## src/rtl/vault_pkg.sv

```systemverilog
// Shared constants and types for the vault passcode front end.
package vault_pkg;

   localparam int DIGITS    = 4;
   localparam int DIGIT_W   = 4;
   localparam int CODE_W    = DIGITS * DIGIT_W;
   localparam int MAX_DIGIT = 9;

   typedef logic [DIGIT_W-1:0] digit_t;
   typedef logic [CODE_W-1:0]  code_t;

   localparam code_t DEFAULT_CODE = 16'h1234;

endpackage

```

## src/rtl/sync_edge_detect.sv

```systemverilog
// Two-flop synchroniser for a raw button level plus a delay flop that
// turns the synchronised rising edge into a one-cycle pulse.
module sync_edge_detect (
   input  logic clk,
   input  logic RESETN,
   input  logic async_in,
   output logic rise_pulse
);

   // [0] and [1] form the synchroniser, [2] is the edge-detect delay
   logic [2:0] sync_q;
   logic [2:0] sync_d;

   always_comb begin
      sync_d = {sync_q[1:0], async_in};
   end

   always_ff @(posedge clk or negedge RESETN) begin
      if (!RESETN) begin
         sync_q <= '0;
      end else begin
         sync_q <= sync_d;
      end
   end

   assign rise_pulse = sync_q[1] & ~sync_q[2];

endmodule

```

## src/rtl/passcode_entry.sv

```systemverilog
// Keypad digit buffer, enter-button edge strobe and stored-code compare,
// with re-programming of the stored code while the vault is unlocked.
module passcode_entry
   import vault_pkg::*;
(
   input  logic                         clk,
   input  logic                         RESETN,
   input  logic                         KEY_VALID,
   input  logic [DIGIT_W-1:0]           KEY_DIGIT,
   input  logic                         KEY_CLEAR,
   input  logic                         ENTER_BTN,
   input  logic                         SET_MODE,
   input  logic                         UNLOCKED,
   output logic                         ENTER,
   output logic                         MATCH,
   output logic                         CODE_SAVED,
   output logic [$clog2(DIGITS+1)-1:0]  DIGIT_COUNT
);

   localparam int CNT_W = $clog2(DIGITS + 1);

   logic             enter_evt;
   logic             full;
   logic             program_evt;
   logic             digit_ok;

   code_t            entry_q, entry_d;
   code_t            code_q, code_d;
   logic [CNT_W-1:0] cnt_q, cnt_d;
   logic             enter_q, enter_d;
   logic             match_q, match_d;
   logic             saved_q, saved_d;

   sync_edge_detect u_enter_sync (
      .clk        (clk),
      .RESETN     (RESETN),
      .async_in   (ENTER_BTN),
      .rise_pulse (enter_evt)
   );

   // A coincident clear empties the buffer first, so programming cannot happen.
   assign full        = (cnt_q == CNT_W'(DIGITS));
   assign program_evt = enter_evt & ~KEY_CLEAR & SET_MODE & UNLOCKED & full;
   assign digit_ok    = (KEY_DIGIT <= DIGIT_W'(MAX_DIGIT));

   always_comb begin
      entry_d = entry_q;
      cnt_d   = cnt_q;
      code_d  = code_q;
      enter_d = 1'b0;
      saved_d = 1'b0;
      match_d = match_q;

      if (enter_evt) begin
         if (program_evt) begin
            code_d  = entry_q;
            saved_d = 1'b1;
         end else begin
            enter_d = 1'b1;
            match_d = ~KEY_CLEAR & full & (entry_q == code_q);
         end
         entry_d = '0;
         cnt_d   = '0;
      end else if (KEY_CLEAR) begin
         entry_d = '0;
         cnt_d   = '0;
      end else if (KEY_VALID && digit_ok && !full) begin
         entry_d = (entry_q << DIGIT_W) | CODE_W'(KEY_DIGIT);
         cnt_d   = cnt_q + CNT_W'(1);
      end
   end

   always_ff @(posedge clk or negedge RESETN) begin
      if (!RESETN) begin
         entry_q <= '0;
         cnt_q   <= '0;
         code_q  <= DEFAULT_CODE;
         enter_q <= 1'b0;
         match_q <= 1'b0;
         saved_q <= 1'b0;
      end else begin
         entry_q <= entry_d;
         cnt_q   <= cnt_d;
         code_q  <= code_d;
         enter_q <= enter_d;
         match_q <= match_d;
         saved_q <= saved_d;
      end
   end

   assign ENTER       = enter_q;
   assign MATCH       = match_q;
   assign CODE_SAVED  = saved_q;
   assign DIGIT_COUNT = cnt_q;

endmodule

```

## config.mk

```make
export PLATFORM = sky130hd
export DESIGN_NAME = passcode_entry
export DESIGN_NICKNAME = d
export VERILOG_FILES = /design/src/rtl/vault_pkg.sv /design/src/rtl/sync_edge_detect.sv /design/src/rtl/passcode_entry.sv
export SDC_FILE = /design/constraint.sdc
export NUM_CORES = 1
export LEC_CHECK = 0
export ABC_AREA = 0
export CAP_MARGIN = 10
export CORE_MARGIN = 5
export CORE_UTILIZATION = 56
export DETAILED_ROUTE_END_ITERATION = 7
export GPL_TIMING_DRIVEN = 0
export PLACE_DENSITY_LB_ADDON = 0.08
export SYNTH_ARGS = -nofsm -noshare
export SYNTH_HDL_FRONTEND = slang
export SYNTH_SLANG_ARGS = --single-unit
```

## constraint.sdc

```tcl
create_clock -name clk -period 1.8 [get_ports clk]
set_input_delay 0.54 -clock clk [delete_from_list [all_inputs] [get_ports clk]]
set_output_delay 0.54 -clock clk [all_outputs]
set_load 0.03 [all_outputs]
```

==> impl_metrics.ini <==
[logic_synthesis]
synth_area_um2 = 1910
synthDistinctLibCells = 24
synth_cells = 140
synth_ff_type = dfrtp_1
netlist.area_leader.share_pct = 47.2
synth_edf_count = 0
synth_common_cells = 36 x dfrtp_1, 21 x nor2_1, 17 x mux2i_1
synth.largest_area_cell = dfrtp_1
async_flop_share_pct = 100
ys_top_cells_by_area = dfrtp_1 47%, mux2_4 13%, mux2i_1 8.9%, dfstp_2 6.9%, xor2_1 6.4%
yosysWarningCount = 0
avgSynthCellArea_um2 = 13.6
ys_seq_area_share_pct = 54.1
synth_most_common_cell = dfrtp_1
synthesis.nets = 153
synth-seq-cells = 41

[place]
placed_cells = 202
preCtsSetupSlack_ns = -0.220
place_congestion = 0.698
io_buffers = 16
place_area_um2 = 2120
dp_hpwl_um = 2250

[timing]
finalSetupViolCount = 0
min_period_over_period_pct = 94.6
rsz0062_at_grt = no
period_needed_ns = 1.70
worstMarginPinSlew_ns = 0.881
finalWorstSetupSlack_ns = 0.0968
skew_ns = 0.00634
relSlewSlack_pct = 41.2
max_freq_mhz = 587
drv_slew = 0
hold_viol = 0

[flow_run]
maxCapViolCount = 0

[critical_path]
crit_family = buffers and inverters
endpoint_kind = output port
reg2regPathDepth = 6
cpPeakStageDelay_ns = 0.42
cp.required_ns = 1.26
cp.arrival_ns = 1.16
path_buf_inv = 1
crit_path_start_kind = flip-flop
r2r_start = DIGIT_COUNT[0]
r2r_slack_ns = 0.1
cp_slowest_cell = dlygate4sd2_1
crit_type = reg -> out
path_depth = 1
path_max_fanout = 4
cp_cell_sequence = dlygate4sd2_1
worstSetupStartpoint = DIGIT_COUNT[1]
r2r-end = code_q[15]
critPathCapture = DIGIT_COUNT[1]

[drt]
dr.pass1.iters = 4
routed_wl_um = 3150
postRouteAntennaNets = 0
wl_per_cell_um = 15.0
via_per_inst = 5.21
via_count = 1094
drc = 0
drt-initial-drc-count = 57

[global_routing]
grt_pass1_vias = 1175
grtUsageTotal_pct = 16.2
grt_first_pass_wirelength_um = 5500
grt_max_degree = 42
grt-ovfl-total = 0
antenna_found_initial = 0

[cells_and_area]
design_area_um2 = 2160
drive_gt1_share_pct = 24.4
fin_nets = 176
fillers = 270
antennaDiodeCount = 0
stdcell_count = 210
multi_input_area_um2 = 803
seqCellArea_um2 = 1030
area_delta_synth_final_pct = 13.3

[cts]
clk_transition_reported_paths_ns = 0.11
post_cts_buffers = 0
tritoncts = yes
clk_latency_ns = 0.33
cts_root_buf = clkbuf_4
clockBufferDepth = 2
cts_buffers = 5
clock-sinks = 41
htree_levels = 2

[floorplan]
ios = 17
core-area_um2 = 3310
start_util_pct = 57.6
fp.dieH_um = 68.4
die_w_um = 68.4
fp-row-count = 21
die_area_um2 = 4670

[outcome]
status = finished clean

[pwr]
ir_drop_v = 0.000436
p_per_area_nw_per_um2 = 695
leakage_nw = 1.15

[hold_path]
worstHoldPathType = in -> async
[layout make-up]
class | count | area share (%)
flip-flops and latches | 41 | 47.8
plain buffers | 6 | 2.95
clock inverters | 2 | 0.463
well taps | 46 | 2.67
clock buffers | 6 | 1.91
inverters | 2 | 0.348
repair buffers | 16 | 6.66
multi-input cells | 91 | 37.2
[logic make-up after synthesis]
| group | Yosys count | share of synthesized area [%] |
|---|---|---|
| xor gates and xnor gates | 18 | 8.27 |
| adders and majority gates | 2 | 1.31 |
| buffers and inverters | 8 | 3.74 |
| and+or+nand+nor | 35 | 10.2 |
| DFF | 41 | 54.1 |
| AOI/OAI and AO/OA | 3 | 0.787 |
| muxes | 33 | 21.5 |
[layer usage]
layer	GRT usage (%)	wire length [um]
met5	0	0
met3	4.11	130
met2	26.6	1560
met1	20.6	1410
met4	6.20	55
[placed cells by master (no fill, tap or decap), types with 4 or more instances in the layout]
cell type	instances
dfrtp_1	36
nor2_1	21
mux2i_1	17
mux2_4	16
xor2_1	14
clkdlybuf4s50_1	9
clkbuf_4	5
dfstp_2	5
dlygate4sd2_1	5
xnor2_1	4
[how the worst min path moves through the flow]
stage	from	end	slack (ns)	cells past startpoint
finish	RESETN	DIGIT_COUNT[2]	0.32	1
floorplan	RESETN	CODE_SAVED	0.24	0
global route	RESETN	entry_q[12]	0.37	1
CTS	RESETN	entry_q[11]	0.34	1
detailed placement	u_enter_sync.sync_q[0]	u_enter_sync.sync_q[1]	0.37	0
global placement	u_enter_sync.sync_q[0]	u_enter_sync.sync_q[1]	0.34	0
[state kept, by name, summed over array words and instances (netlist names)]
register and count:
code_q 16, entry_q 16, CODE_SAVED 1, MATCH 1, DIGIT_COUNT 3, ENTER 1, u_enter_sync.sync_q 3
[through the flow]
step           TNS [ns]  hold slack [ns]  power (mW)  utilization, %
2_1_floorplan         0            0.244        1.03               -
3_3_place_gp     -33.30            0.335        1.10            64.2
3_5_place_dp      -5.71            0.366        1.10            64.0
4_1_cts               0            0.336        1.51            65.3
5_1_grt               0            0.373        1.58            65.2
6_report              0            0.315        1.50            65.2
[repair_timing]
action	in CTS	in global routing
endpoints found under the setup margin	6	1
hold buffers	0	0
gates resized for setup	6	2
pin swaps	0	0
[power by group]
part	total (mW)	switching, mW	internal, mW
clock network	0.424	0.275	0.149
registers	0.944	0.0107	0.933
logic	0.133	0.0736	0.0594
Note: power is estimated with default switching activity, not from simulation.
